$ cat src/rtl/irq_controller_pkg.sv
// Shared types and constants for the interrupt controller: FSM encoding,
// source identifiers and the fixed-priority source pick.
package irq_controller_pkg;

    localparam int unsigned PC_W_DEFAULT = 10;

    localparam logic SRC_TIMER = 1'b0;
    localparam logic SRC_EXT   = 1'b1;

    typedef enum logic [1:0] {
        S_IDLE     = 2'd0,
        S_DISPATCH = 2'd1,
        S_ISR      = 2'd2
    } state_e;

    // Timer source always beats the external line when both are eligible.
    function automatic logic pick_src(input logic [1:0] grant);
        if (grant[0]) begin
            return SRC_TIMER;
        end else begin
            return SRC_EXT;
        end
    endfunction

endpackage

$ cat src/rtl/irq_controller_if.sv
// Bus between the CPU control path and the interrupt controller.
// master = CPU/system side, slave = the controller.
interface irq_controller_if
    import irq_controller_pkg::*;
#(
    parameter int unsigned PC_W = PC_W_DEFAULT
);
    logic [1:0]      irq_in;
    logic [1:0]      irq_mask;
    logic            ei;
    logic            di;
    logic            reti;
    logic [PC_W-1:0] pc_next;
    logic [PC_W-1:0] vec0;
    logic [PC_W-1:0] vec1;
    logic            take_irq;
    logic            push_en;
    logic [PC_W-1:0] push_addr;
    logic [PC_W-1:0] irq_vector;
    logic            in_isr;
    logic            active_src;
    logic            reti_err;

    modport master (
        output irq_in, irq_mask, ei, di, reti, pc_next, vec0, vec1,
        input  take_irq, push_en, push_addr, irq_vector, in_isr, active_src, reti_err
    );

    modport slave (
        input  irq_in, irq_mask, ei, di, reti, pc_next, vec0, vec1,
        output take_irq, push_en, push_addr, irq_vector, in_isr, active_src, reti_err
    );

endinterface

$ cat src/rtl/irq_controller_pending_cell.sv
// One request source: input sampling flop, optional rising-edge detect and
// a pending latch in which a new request beats a simultaneous clear.
module irq_pending_cell
    import irq_controller_pkg::*;
#(
    parameter bit EDGE_TRIG = 1'b1
) (
    input  logic clk,
    input  logic reset,
    input  logic req,
    input  logic clr,
    output logic pend
);

    logic req_q;
    logic pend_q;
    logic pend_d;
    logic set_s;

    // Request detection: rising edge or plain level depending on EDGE_TRIG.
    always_comb begin
        if (EDGE_TRIG) begin
            set_s = req & ~req_q;
        end else begin
            set_s = req;
        end
    end

    // Pending next state; set has priority so a coincident request survives dispatch.
    always_comb begin
        if (set_s) begin
            pend_d = 1'b1;
        end else if (clr) begin
            pend_d = 1'b0;
        end else begin
            pend_d = pend_q;
        end
    end

    // Sample flop and pending flop.
    always_ff @(posedge clk or negedge reset) begin
        if (!reset) begin
            req_q  <= 1'b0;
            pend_q <= 1'b0;
        end else begin
            req_q  <= req;
            pend_q <= pend_d;
        end
    end

    assign pend = pend_q;

endmodule

$ cat src/rtl/irq_controller.sv
// Interrupt controller top: global enable, two pending cells, fixed-priority
// arbiter, IDLE/DISPATCH/ISR sequencer and the vector/return-address registers.
module irq_controller
    import irq_controller_pkg::*;
#(
    parameter int unsigned PC_W      = PC_W_DEFAULT,
    parameter bit          EDGE_TRIG = 1'b1
) (
    input  logic             clk,
    input  logic             reset,
    irq_controller_if.slave  bus
);

    state_e          state_q, state_d;
    logic            ie_q, ie_d;
    logic            src_q, src_d;
    logic [PC_W-1:0] vec_q, vec_d;
    logic [PC_W-1:0] ret_q, ret_d;
    logic            err_q, err_d;

    logic [1:0] pend_s;
    logic [1:0] clr_s;
    logic [1:0] grant_s;
    logic       go_s;
    logic       src_s;
    logic       take_s;
    logic       in_isr_s;

    for (genvar g = 0; g < 2; g++) begin : g_cell
        irq_pending_cell #(.EDGE_TRIG(EDGE_TRIG)) u_cell (
            .clk   (clk),
            .reset (reset),
            .req   (bus.irq_in[g]),
            .clr   (clr_s[g]),
            .pend  (pend_s[g])
        );
    end

    assign grant_s = pend_s & bus.irq_mask;
    assign src_s   = pick_src(grant_s);
    assign go_s    = ie_q & (|grant_s) & (state_q == S_IDLE);

    // Pending clear for the source being dispatched.
    always_comb begin
        clr_s = 2'b00;
        if (go_s) begin
            clr_s[src_s] = 1'b1;
        end else begin
            clr_s = 2'b00;
        end
    end

    // Global enable; di wins over a simultaneous ei.
    always_comb begin
        if (bus.di) begin
            ie_d = 1'b0;
        end else if (bus.ei) begin
            ie_d = 1'b1;
        end else begin
            ie_d = ie_q;
        end
    end

    // Dispatch context captured only when a dispatch is committed.
    always_comb begin
        if (go_s) begin
            src_d = src_s;
            vec_d = (src_s == SRC_EXT) ? bus.vec1 : bus.vec0;
            ret_d = bus.pc_next;
        end else begin
            src_d = src_q;
            vec_d = vec_q;
            ret_d = ret_q;
        end
    end

    // Sticky error for a reti that arrives outside an ISR.
    always_comb begin
        if (bus.reti && (state_q != S_ISR)) begin
            err_d = 1'b1;
        end else begin
            err_d = err_q;
        end
    end

    // FSM next state.
    always_comb begin
        state_d = state_q;
        case (state_q)
            S_IDLE: begin
                if (go_s) begin
                    state_d = S_DISPATCH;
                end else begin
                    state_d = S_IDLE;
                end
            end
            S_DISPATCH: state_d = S_ISR;
            S_ISR: begin
                if (bus.reti) begin
                    state_d = S_IDLE;
                end else begin
                    state_d = S_ISR;
                end
            end
            default: state_d = S_IDLE;
        endcase
    end

    // FSM outputs decoded from the state register.
    always_comb begin
        take_s   = 1'b0;
        in_isr_s = 1'b0;
        case (state_q)
            S_DISPATCH: take_s   = 1'b1;
            S_ISR:      in_isr_s = 1'b1;
            default: begin
                take_s   = 1'b0;
                in_isr_s = 1'b0;
            end
        endcase
    end

    // State and context registers.
    always_ff @(posedge clk or negedge reset) begin
        if (!reset) begin
            state_q <= S_IDLE;
            ie_q    <= 1'b0;
            src_q   <= 1'b0;
            vec_q   <= {PC_W{1'b0}};
            ret_q   <= {PC_W{1'b0}};
            err_q   <= 1'b0;
        end else begin
            state_q <= state_d;
            ie_q    <= ie_d;
            src_q   <= src_d;
            vec_q   <= vec_d;
            ret_q   <= ret_d;
            err_q   <= err_d;
        end
    end

    assign bus.take_irq   = take_s;
    assign bus.push_en    = take_s;
    assign bus.push_addr  = ret_q;
    assign bus.irq_vector = vec_q;
    assign bus.in_isr     = in_isr_s;
    assign bus.active_src = src_q;
    assign bus.reti_err   = err_q;

endmodule

$ cat src/flat_wrapper.sv
// flat-port wrapper written by rule: the top's interface ports become plain ports
module irq_controller_flat import irq_controller_pkg::*;
#(
    parameter int unsigned PC_W      = PC_W_DEFAULT,
    parameter bit          EDGE_TRIG = 1'b1
)
  (clk, reset, bus_irq_in, bus_irq_mask, bus_ei, bus_di, bus_reti, bus_pc_next, bus_vec0, bus_vec1, bus_take_irq, bus_push_en, bus_push_addr, bus_irq_vector, bus_in_isr, bus_active_src, bus_reti_err);
  irq_controller_if #(.PC_W(PC_W)) bus_i ();
  input  logic clk;
  input  logic reset;
  input wire logic [$bits(bus_i.irq_in)-1:0] bus_irq_in;
  input wire logic [$bits(bus_i.irq_mask)-1:0] bus_irq_mask;
  input wire logic [$bits(bus_i.ei)-1:0] bus_ei;
  input wire logic [$bits(bus_i.di)-1:0] bus_di;
  input wire logic [$bits(bus_i.reti)-1:0] bus_reti;
  input wire logic [$bits(bus_i.pc_next)-1:0] bus_pc_next;
  input wire logic [$bits(bus_i.vec0)-1:0] bus_vec0;
  input wire logic [$bits(bus_i.vec1)-1:0] bus_vec1;
  output wire logic [$bits(bus_i.take_irq)-1:0] bus_take_irq;
  output wire logic [$bits(bus_i.push_en)-1:0] bus_push_en;
  output wire logic [$bits(bus_i.push_addr)-1:0] bus_push_addr;
  output wire logic [$bits(bus_i.irq_vector)-1:0] bus_irq_vector;
  output wire logic [$bits(bus_i.in_isr)-1:0] bus_in_isr;
  output wire logic [$bits(bus_i.active_src)-1:0] bus_active_src;
  output wire logic [$bits(bus_i.reti_err)-1:0] bus_reti_err;
  assign bus_i.irq_in = bus_irq_in;
  assign bus_i.irq_mask = bus_irq_mask;
  assign bus_i.ei = bus_ei;
  assign bus_i.di = bus_di;
  assign bus_i.reti = bus_reti;
  assign bus_i.pc_next = bus_pc_next;
  assign bus_i.vec0 = bus_vec0;
  assign bus_i.vec1 = bus_vec1;
  assign bus_take_irq = bus_i.take_irq;
  assign bus_push_en = bus_i.push_en;
  assign bus_push_addr = bus_i.push_addr;
  assign bus_irq_vector = bus_i.irq_vector;
  assign bus_in_isr = bus_i.in_isr;
  assign bus_active_src = bus_i.active_src;
  assign bus_reti_err = bus_i.reti_err;
  irq_controller #(.PC_W(PC_W), .EDGE_TRIG(EDGE_TRIG)) u_core (.clk(clk), .reset(reset), .bus(bus_i));
endmodule
$ cat config.mk
export PLATFORM = sky130hd
export DESIGN_NAME = irq_controller_flat
export DESIGN_NICKNAME = d
export VERILOG_FILES = /design/src/rtl/irq_controller_pkg.sv /design/src/rtl/irq_controller_if.sv /design/src/rtl/irq_controller_pending_cell.sv /design/src/rtl/irq_controller.sv /design/src/flat_wrapper.sv
export SDC_FILE = /design/constraint.sdc
export NUM_CORES = 1
export LEC_CHECK = 0
export CORE_MARGIN = 4
export CORE_UTILIZATION = 39
export DETAILED_ROUTE_END_ITERATION = 10
export GPL_ROUTABILITY_DRIVEN = 0
export PLACE_DENSITY = 0.81
export RECOVER_POWER = 25
export SYNTH_ARGS = -nofsm -noshare
export SYNTH_HDL_FRONTEND = slang
export SYNTH_SLANG_ARGS = --single-unit
$ cat constraint.sdc
create_clock -name clk -period 1.8 [get_ports clk]
set_input_delay 0.36 -clock clk [delete_from_list [all_inputs] [get_ports clk]]
set_output_delay 0.36 -clock clk [all_outputs]
set_load 0.05 [all_outputs]
==> results.md, run 1 <==
- Share of synthesized area occupied by flip-flops and latches: 58.1%
- Placement row count: 20
- Sum of net half-perimeters after detailed placement: 2480 um
- Min-Delay Path Class: flip-flop to flip-flop
- Number of antenna diodes: 0
- Yosys synthesis warning count: 0
- Via count: 1062
- Post-Syn Nets: 136
- Post-synthesis average cell area: 12.9 um^2
- Worst Path Class, Setup: flip-flop to output port
- Number of buffers created by CTS: 5
- Maximum fanout along the worst path: 3
- Worst vdd ir: 0.000924 V
- Overall Global Routing Usage: 16.9%
- Synth top area share: 58.1%
- Initial core utilization: 40.9%
- Die Width: 64.6 um
- Transition time at the pin with the least slew margin: 0.722 ns
- Unrepaired setup endpoints after global routing: no
- Number of hold buffers added after cts: 0
- Synthesized area: 1250 um^2
- Worst skew pair latency: 0.32 ns
- Cell count after synthesis: 97
- Drc violations: 0
- Final total negative setup slack: 0 ns
- Final period demand of the worst path: 1.57 ns
- Normalized max-slew margin: 51.9%
- Leakage power figure: 0.859 nW
- Net count of the finished layout: 205
- Power density over the cells: 1580 nW/um^2
- # Post-CTS Setup Buffers: 0
- Die Outline Area: 4170 um^2
- Yosys top cell by area: sky130_fd_sc_hd__dfrtp_1
- Post-DR vias/cell: 5.03
- Worst setup slack after placement: -0.0200 ns
- TritonCTS Sinks: 29
- Final antenna-violating net count: 0
- Wire length of the first global-routing pass: 5310 um
- Starting DRT DRC Count: 63
- Maximum operating frequency: 635 MHz
- Final setup slack of the worst path: 0.225 ns
- Synthesis-to-finish area growth: 60.1%
- Maximum number of pins on one net before global-route repair: 30
- Drt total wl: 3290 um
- Via count of the first global-routing pass: 1109
- Boundary pin count: 64
- Pre-antenna DRT Iters: 4
- Area of the placeable core: 3050 um^2
- Crit. End Element: output port
- Total of buffers placed on input and output ports: 63
- Remaining global-route overflow: 0
- Number of maximum-capacitance violations: 0
- Setup crit start kind: flip-flop
- Clock tree from TritonCTS: done
- Data arrival time of the worst path: 1.21 ns
- Result of the run: finished, final reports clean
- Number of antenna violations at the first check in global routing: 0
- Final worst path period share: 87.5%
- Main area contributors after synthesis: sky130_fd_sc_hd__dfrtp_1 (58%), sky130_fd_sc_hd__mux2_2 (9.0%), sky130_fd_sc_hd__a2bb2oi_1 (7.0%)
- Fraction of layout instances using a drive strength above 1: 31.7%
- Setup Viol. Count Final: 0
- Total design power: 0.00316 W
- CTS max path bufs: 2
- Clock skew after layout: 0.00600 ns
- Final core area utilization: 65.5%
- Resized Gates After CTS: 0
- Clk slew on worst S/H paths: 0.09 ns
- Count of state elements after synthesis: 29
- WP data required: 1.44 ns
- Cell at the root of the clock tree: sky130_fd_sc_hd__clkbuf_4
- Tightest hold margin: 0.485 ns
- Die outline height: 64.6 um
- Number of H-tree branching levels: 2
- Number of distinct standard cells referenced by the synthesized netlist: 22
- Count of endpoints failing hold in the final timing report: 0
- Routed wire length per instance: 15.6 um
- Slew Viols, Final: 0
[Yosys cell counts]
cell type	n
sky130_fd_sc_hd__a22o_1	2
sky130_fd_sc_hd__nor3b_4	1
sky130_fd_sc_hd__inv_1	3
sky130_fd_sc_hd__a2bb2oi_1	10
sky130_fd_sc_hd__buf_4	2
sky130_fd_sc_hd__o31ai_1	10
sky130_fd_sc_hd__nand2b_1	1
sky130_fd_sc_hd__clkbuf_1	5
sky130_fd_sc_hd__and2_1	1
sky130_fd_sc_hd__nand3b_1	10
sky130_fd_sc_hd__mux2_2	10
sky130_fd_sc_hd__a31oi_1	1
sky130_fd_sc_hd__o21bai_1	1
sky130_fd_sc_hd__nor2b_1	1
sky130_fd_sc_hd__a21oi_1	1
sky130_fd_sc_hd__nor2_1	2
sky130_fd_sc_hd__dfrtp_1	29
sky130_fd_sc_hd__nand3_1	1
sky130_fd_sc_hd__a21o_1	1
sky130_fd_sc_hd__a21boi_2	1
sky130_fd_sc_hd__buf_6	1
sky130_fd_sc_hd__nand2_1	3
[sequential cells by signal, summed over array words and instances (netlist names)]
register / flops
u_core.bus.reti_err: 1
u_core.g_cell.u_cell.req_q: 2
u_core.ie_q: 1
u_core.bus.irq_vector: 10
u_core.state_q: 2
u_core.bus.active_src: 1
u_core.bus.push_addr: 10
u_core.g_cell.u_cell.pend: 2
[through the flow]
stage | instance area, um^2 | instances
final | 2000 | 211
after global routing | 2000 | 211
after CTS | 2000 | 211
after detailed placement | 1930 | 203
after global placement | 1930 | 203
after floorplan | 1250 | 97
[kinds of logic after synthesis]
family	count (synthesis)	share of synthesized area (%)
multiplexers	10	9.02
buffers and inverters	11	4.51
AO/OA/AOI/OAI	27	17.4
AND/OR/NAND/NOR	20	10.9
flip-flops	29	58.1
[layer usage]
metal | vias to the layer above | part of all wire (%) | global-route usage, %
met3 | 7 | 7.0 | 6.59
met4 | 0 | 1.6 | 6.33
met1 | 511 | 42 | 20.8
li1 | 496 | - | -
met2 | 48 | 49 | 26.8
met5 | - | 0 | 0
[cells in the final DEF, fill, tap and decap left out, types with 3 or more instances in the layout]
master	Yosys	final
sky130_fd_sc_hd__o31ai_1	10	10
sky130_fd_sc_hd__dfrtp_1	29	29
sky130_fd_sc_hd__a2bb2oi_1	10	10
sky130_fd_sc_hd__mux2_2	10	10
sky130_fd_sc_hd__nand3b_1	10	10
sky130_fd_sc_hd__dlygate4sd3_1	0	4
sky130_fd_sc_hd__buf_12	0	4
sky130_fd_sc_hd__clkdlybuf4s50_1	0	34
sky130_fd_sc_hd__nand2_1	3	3
sky130_fd_sc_hd__clkbuf_4	0	5
sky130_fd_sc_hd__inv_1	3	3
sky130_fd_sc_hd__buf_4	2	27
[cell type report]
cell class | count | area, um^2
fill | 249 | 1050
sequential | 29 | 726
timing repair buffer | 70 | 668
multi-input combinational | 57 | 469
clock buffer | 7 | 65.1
tap | 44 | 55.1
inverter | 3 | 11.3
clock inverter | 1 | 5.00
[final timing paths]
kind                                          start                       end  slack, ns  cells past startpoint
worst max-delay path              u_core.state_q[0]               bus_push_en       0.23                      2
worst min-delay path            u_core.bus.reti_err       u_core.bus.reti_err       0.49                      1
worst max register to register    u_core.state_q[1]  u_core.bus.irq_vector[6]       0.32                      5
worst min register to register  u_core.bus.reti_err       u_core.bus.reti_err       0.49                      1
max in group asynchronous                     reset  u_core.bus.irq_vector[7]       0.73                      2
min in group asynchronous                     reset  u_core.bus.irq_vector[8]       0.61                      2
[where the power goes]
part / internal [W] / switching (W)
Clock: 0.000226 / 0.000225
Combinational: 0.000615 / 0.00108
Sequential: 0.000879 / 0.000142
Total: 0.00172 / 0.00144
[critical path: stages, from the launching register on]
cell	delay [ns]
sky130_fd_sc_hd__dfrtp_1	0.41
sky130_fd_sc_hd__nor2b_2	0.31
sky130_fd_sc_hd__buf_12	0.18
(Power assumes the default switching activity.)
==> inputs of run 2 (changes only) <==
- CELL_PAD_IN_SITES_DETAIL_PLACEMENT: not set -> 1
- CELL_PAD_IN_SITES_GLOBAL_PLACEMENT: not set -> 1
- CORE_UTILIZATION: 39 -> 29
- PLACE_DENSITY: 0.81 -> 0.8
==> run 2 against run 1 <==
Worst hold slack worse by 0.0070 ns. Critical path depth grew 3. Sequential power barely moved. Non-clock buffer count increased by 1. Register-to-register slack worse by 0.08 ns. Cell area grew 0.75%. First-iteration DRC count down 13%. Final cell count is 3.3% higher. Combinational power is essentially flat. Global-route usage decreased by 1.7 points. Sequential cell count is the same. Critical path type is now input pin to flip-flop. Critical endpoint is now u_core.bus.irq_vector[6]. Largest power group unchanged.
==> results.md, run 2 (synthesized netlist as in run 1, its figures left out) <==
- Initial core utilization: 30.6% (-10 points)
- Die Width: 73.6 um (+14%)
- Number of antenna violations at the first check in global routing: 0 (unchanged)
- WP data required: 1.96 ns (+0.52 ns)
- Final std cell area, no fill: 2010 um^2 (+0.75%)
- Final setup slack of the worst path: 0.215 ns (-0.0102 ns)
- Boundary pin count: 64 (unchanged)
- Drc violations: 0 (unchanged)
- Via count of the first global-routing pass: 1270 (+15%)
- Cell at the root of the clock tree: sky130_fd_sc_hd__clkbuf_8
- Met3 track utilization from global routing: 6.29% (-0.29 points)
- Number of buffers created by CTS: 5 (unchanged)
- Final period demand of the worst path: 1.58 ns (+0.0102 ns)
- Worst vdd ir: 0.000975 V (+5.5%)
- Die Outline Area: 5420 um^2 (+30%)
- Pre-antenna DRT Iters: 4 (unchanged)
- Number of H-tree branching levels: 2 (unchanged)
- Area of the placeable core: 4090 um^2 (+34%)
- Worst setup slack after placement: -0.0605 ns (-0.0405 ns)
- Routing usage on met2: 26.9% (+0.066 points)
- Number of hold buffers added after cts: 0 (unchanged)
- M1 GR Usage: 16.3% (-4.5 points)
- Unrepaired setup endpoints after global routing: no
- Clock tree from TritonCTS: done
- Worst reg2reg startpoint: u_core.state_q[1]
- Worst skew pair latency: 0.28 ns (-0.04 ns)
- Buffer and inverter count on the worst path: 2 (+1)
- Starting DRT DRC Count: 55 (-13%)
- R2R Setup Slk: 0.24 ns (-0.08 ns)
- Normalized max-slew margin: 52.5% (+0.61 points)
- Maximum fanout along the worst path: 12 (+9)
- Data arrival time of the worst path: 1.75 ns (+0.54 ns)
- Most frequent cells in the layout: sky130_fd_sc_hd__clkdlybuf4s50_1 (34), sky130_fd_sc_hd__buf_4 (29), sky130_fd_sc_hd__dfrtp_1 (29)
- Overall Global Routing Usage: 15.2% (-1.7 points)
- Synthesis-to-finish area growth: 61.3%
- Routed wire length per instance: 17.2 um (+11%)
- Most common cell after layout, fill and taps aside: sky130_fd_sc_hd__clkdlybuf4s50_1
- Placement row count: 23 (+15%)
- # Post-CTS Setup Buffers: 0 (unchanged)
- Via count: 1089 (+2.5%)
- Net count of the finished layout: 206 (+0.49%)
- Worst Path Class, Setup: input pin to flip-flop
- Total of buffers placed on input and output ports: 63 (unchanged)
- TritonCTS Sinks: 29 (unchanged)
- Result of the run: finished, final reports clean
- Number of antenna diodes: 0 (unchanged)
- Busiest metal layer after global routing: met2
- Die outline height: 73.6 um (+14%)
- Clk slew on worst S/H paths: 0.07 ns (-0.02 ns)
- CTS max path bufs: 2 (unchanged)
- Wire length of the first global-routing pass: 6200 um (+17%)
- Setup crit start kind: input pin
- Leakage power figure: 0.865 nW (+0.66%)
- Resized Gates After CTS: 0 (unchanged)
- Final antenna-violating net count: 0 (unchanged)
- Placed cell area: 1930 um^2 (+0.13%)
- Crit-path leading delay family: buffers and inverters
- Power density over the cells: 1610 nW/um^2 (+1.8%)
- CP max-delay cell: sky130_fd_sc_hd__clkdlybuf4s50_1
- Final worst path period share: 88.1% (+0.56 points)
- Crit Reg-Reg Endpoint: u_core.bus.push_addr[6]
- Fraction of layout instances using a drive strength above 1: 31.5% (-0.19 points)
- Critical Path, Cell by Cell: clkdlybuf4s50_1 > buf_4 > and2_1 > o31ai_1 > a2bb2oi_1
- Final standard cell count with taps included and fillers excluded: 218 (+3.3%)
- Number of maximum-capacitance violations: 0 (unchanged)
- Maximum operating frequency: 631 MHz (-0.64%)
- Final core area utilization: 49.3% (-16 points)
- Setup Viol. Count Final: 0 (unchanged)
- Transition time at the pin with the least slew margin: 0.713 ns (-0.00910 ns)
- Slew Viols, Final: 0 (unchanged)
- Tightest hold margin: 0.478 ns (-0.00699 ns)
- Count of endpoints failing hold in the final timing report: 0 (unchanged)
- Sum of net half-perimeters after detailed placement: 2940 um (+19%)
- Count of placed standard cells including taps: 210 (+3.4%)
- Clock skew after layout: 0.00624 ns (+0.000240 ns)
- Endpoint with the worst hold slack: u_core.bus.reti_err
- Min-Delay Path Class: flip-flop to flip-flop
- Worst r2r path cells: 4 (-1)
- Remaining global-route overflow: 0 (unchanged)
- Min-Delay Startpoint: u_core.bus.reti_err
- Number of cells on the worst hold path: 1 (unchanged)
- Drt total wl: 3760 um (+14%)
- Crit. End Element: flip-flop
- Post-DR vias/cell: 5.00 (-0.75%)
- Max stage delay on crit path: 0.42 ns (about the same)
- Maximum number of pins on one net before global-route repair: 30 (unchanged)
## run 2: cell types whose count changed in the layout (fill, tap and decap cells not counted)
cell	delta
sky130_fd_sc_hd__buf_4	+2
sky130_fd_sc_hd__clkbuf_4	-5
sky130_fd_sc_hd__clkinv_2	+1
sky130_fd_sc_hd__clkbuf_1	+1
sky130_fd_sc_hd__clkbuf_8	+3
sky130_fd_sc_hd__buf_12	-1
## run 2: final cells by class
type,instances,area [um^2]
Fill cell,443,2070
Clock buffer,6,72.6
Multi-Input combinational cell,57,469
Timing Repair Buffer,71,663
Clock inverter,2,10.0
Sequential cell,29,726
Inverter,3,11.3
Tap cell,50,62.6
## run 2: metal layers
metal	vias up	wire [um]	part of all wire, %
li1	491	-	-
met1	547	1390	37
met2	42	1990	53
met3	9	319	8.5
met4	0	53	1.4
met5	-	0	0
## run 2: how the worst max path moves through the flow
stage               slack, ns                       end  cells past startpoint              start
detailed placement      -0.06   u_core.bus.push_addr[6]                      5    bus_irq_mask[1]
floorplan                0.24              bus_take_irq                      2  u_core.state_q[1]
global placement        -0.03  u_core.bus.irq_vector[9]                      5    bus_irq_mask[0]
global route             0.13  u_core.bus.irq_vector[9]                      5    bus_irq_mask[0]
CTS                      0.22   u_core.bus.push_addr[6]                      4  u_core.state_q[1]
finish                   0.22  u_core.bus.irq_vector[6]                      5    bus_irq_mask[0]
## run 2: metrics by stage
step	total power (W)	TNS, ns
2_1_floorplan	0.00213	0
3_3_place_gp	0.00272	-0.0330
4_1_cts	0.00328	0
6_report	0.00324	0
3_5_place_dp	0.00275	-0.630
5_1_grt	0.00340	0
## run 2: report_power, final
| part | switching, W | leakage (nW) | internal (W) |
|---|---|---|---|
| combinational | 0.00108 | 0.490 | 0.000612 |
| sequential | 0.000148 | 0.329 | 0.000881 |
| clock | 0.000252 | 0.0450 | 0.000267 |
## run 2: worst reg2reg max path, cell delays in order, from the launching register on
cell,delay (ns)
sky130_fd_sc_hd__dfrtp_1,0.44
sky130_fd_sc_hd__nor3b_4,0.23
sky130_fd_sc_hd__a21boi_2,0.23
sky130_fd_sc_hd__buf_4,0.19
sky130_fd_sc_hd__mux2_2,0.35
==> inputs of run 3 (changes only) <==
- PLACE_DENSITY: 0.8 -> 0.75
==> run 3 against run 2 <==
Via count fell by 3.3%. Clock skew is 0.0013 ns lower. Non-clock buffer count stayed put. Critical path depth did not move. Total power is 1.0% higher. Global-route usage rose by 0.64 points. Register-to-register slack about the same. Fmax rose by 1.1%. Sequential cell count unchanged. Combinational power about the same. Die area stayed put. Final cell count decreased by 0.46%. Critical endpoint is now u_core.bus.irq_vector[1]. Largest power group unchanged.
==> results.md, run 3 (synthesized netlist as in run 1, its figures left out) <==
- Worst setup startpoint: bus_irq_mask[0]
- Most common cell after layout, fill and taps aside: sky130_fd_sc_hd__clkdlybuf4s50_1
- Overall Global Routing Usage: 15.8% (+0.64 points)
- Wire length of the first global-routing pass: 6350 um (+2.5%)
- Drc violations: 0 (unchanged)
- Via count of the first global-routing pass: 1221 (-3.9%)
- Final worst path period share: 87.1% (-0.99 points)
- Setup crit start kind: input pin
- Area of the placeable core: 4090 um^2 (unchanged)
- Number of H-tree branching levels: 2 (unchanged)
- Leakage power figure: 0.867 nW (+0.25%)
- Maximum number of pins on one net before global-route repair: 30 (unchanged)
- Worst vdd ir: 0.000794 V (-19%)
- Boundary pin count: 64 (unchanged)
- Starting DRT DRC Count: 33 (-40%)
- Worst r2r path cells: 4 (unchanged)
- Worst reg2reg startpoint: u_core.state_q[1]
- Placement row count: 23 (unchanged)
- Slew Viols, Final: 0 (unchanged)
- Post-DR vias/cell: 4.85 (-2.9%)
- Pre-antenna DRT Iters: 4 (unchanged)
- Number of buffers created by CTS: 5 (unchanged)
- # Post-CTS Setup Buffers: 0 (unchanged)
- Transition time at the pin with the least slew margin: 0.716 ns (+0.00326 ns)
- Cell at the root of the clock tree: sky130_fd_sc_hd__clkbuf_8
- Unrepaired setup endpoints after global routing: no
- Count of endpoints failing hold in the final timing report: 0 (unchanged)
- Power density over the cells: 1610 nW/um^2 (+0.20%)
- Initial core utilization: 30.6% (unchanged)
- Synthesis-to-finish area growth: 62.6%
- Crit. End Element: flip-flop
- Sum of net half-perimeters after detailed placement: 2890 um (-1.7%)
- Resized Gates After CTS: 0 (unchanged)
- Result of the run: finished, final reports clean
- Clock skew after layout: 0.00491 ns (-0.00133 ns)
- Crit-path leading delay family: buffers and inverters
- Total of buffers placed on input and output ports: 63 (unchanged)
- Critical Path, Cell by Cell: clkdlybuf4s50_1 > buf_4 > and2_1 > o31ai_1 > a2bb2oi_1
- CP max-delay cell: sky130_fd_sc_hd__clkdlybuf4s50_1
- Most frequent cells in the layout: sky130_fd_sc_hd__clkdlybuf4s50_1 (34), sky130_fd_sc_hd__dfrtp_1 (29), sky130_fd_sc_hd__buf_4 (28)
- Normalized max-slew margin: 52.3% (-0.22 points)
- Critical Path Stages: 5 (unchanged)
- Worst skew pair latency: 0.28 ns (about the same)
- Number of antenna violations at the first check in global routing: 0 (unchanged)
- CTS max path bufs: 2 (unchanged)
- End point of the critical path: u_core.bus.irq_vector[1]
- Die Width: 73.6 um (unchanged)
- Routed wire length per instance: 17.5 um (+1.3%)
- Maximum fanout along the worst path: 12 (unchanged)
- Fraction of layout instances using a drive strength above 1: 31.1% (-0.41 points)
- Min-Delay Path Class: flip-flop to flip-flop
- Clk slew on worst S/H paths: 0.06 ns (about the same)
- Die outline height: 73.6 um (unchanged)
- Crit Reg-Reg Endpoint: u_core.bus.push_addr[7]
- TritonCTS Sinks: 29 (unchanged)
- Max stage delay on crit path: 0.48 ns (+0.06 ns)
- Count of placed standard cells including taps: 210 (unchanged)
- WP data required: 1.99 ns (+0.03 ns)
- Number of antenna diodes: 0 (unchanged)
- Via count: 1053 (-3.3%)
- Buffer and inverter count on the worst path: 2 (unchanged)
- R2R Setup Slk: 0.25 ns (about the same)
- Data arrival time of the worst path: 1.76 ns (about the same)
- Final std cell area, no fill: 2030 um^2 (+0.81%)
- Placed cell area: 1950 um^2 (+0.65%)
- Net count of the finished layout: 206 (unchanged)
- Final period demand of the worst path: 1.57 ns (-0.0179 ns)
- Worst Path Class, Setup: input pin to flip-flop
- Number of hold buffers added after cts: 0 (unchanged)
- Number of cells on the worst hold path: 1 (unchanged)
- Maximum operating frequency: 638 MHz (+1.1%)
- Die Outline Area: 5420 um^2 (unchanged)
- Clock tree from TritonCTS: done
- Final antenna-violating net count: 0 (unchanged)
- Number of maximum-capacitance violations: 0 (unchanged)
- Final standard cell count with taps included and fillers excluded: 217 (-0.46%)
- Drt total wl: 3790 um (+0.88%)
- Setup Viol. Count Final: 0 (unchanged)
- Remaining global-route overflow: 0 (unchanged)
run 3: per-layer routing:
layer / share of wire, % / GRT usage [%] / up-vias
li1: - / - / 493
met1: 38 / 17.0 / 516
met2: 51 / 26.4 / 38
met3: 9.8 / 8.21 / 6
met4: 1.7 / 6.04 / 0
met5: 0 / 0 / -
run 3: area by class of cell:
| cell class | instances | area, um^2 |
|---|---|---|
| fill | 433 | 2060 |
| timing repair buffer | 71 | 676 |
| clock buffer | 7 | 86.3 |
| tap | 50 | 62.6 |
| inverter | 3 | 11.3 |
| multi-input combinational | 57 | 469 |
| sequential | 29 | 726 |
run 3: per-stage QoR:
stage	worst slack [ns]	hold WS (ns)	utilization (%)	TNS [ns]	power [W]
floorplan	0.244	0.0644	-	0	0.00213
finish	0.233	0.461	49.7	0	0.00328
global route	0.126	0.493	49.7	0	0.00344
global placement	0.00752	0.443	47.6	0	0.00273
CTS	0.227	0.463	49.8	0	0.00332
detailed placement	-0.0471	0.452	47.6	-0.0954	0.00277
run 3: worst min-delay path by stage:
stage	slack (ns)	startpoint	end
6_report	0.46	u_core.bus.reti_err	u_core.bus.reti_err
5_1_grt	0.49	u_core.bus.reti_err	u_core.bus.reti_err
4_1_cts	0.46	u_core.bus.reti_err	u_core.bus.reti_err
3_5_place_dp	0.45	u_core.bus.reti_err	u_core.bus.reti_err
3_3_place_gp	0.44	u_core.bus.reti_err	u_core.bus.reti_err
2_1_floorplan	0.06	reset	u_core.bus.active_src
run 3: report_power, final:
| group | internal (W) | switching, W | leakage, nW |
|---|---|---|---|
| Combinational | 0.000617 | 0.00110 | 0.493 |
| Clock | 0.000303 | 0.000234 | 0.0443 |
| Sequential | 0.000882 | 0.000142 | 0.329 |
| Total | 0.00180 | 0.00148 | 0.867 |
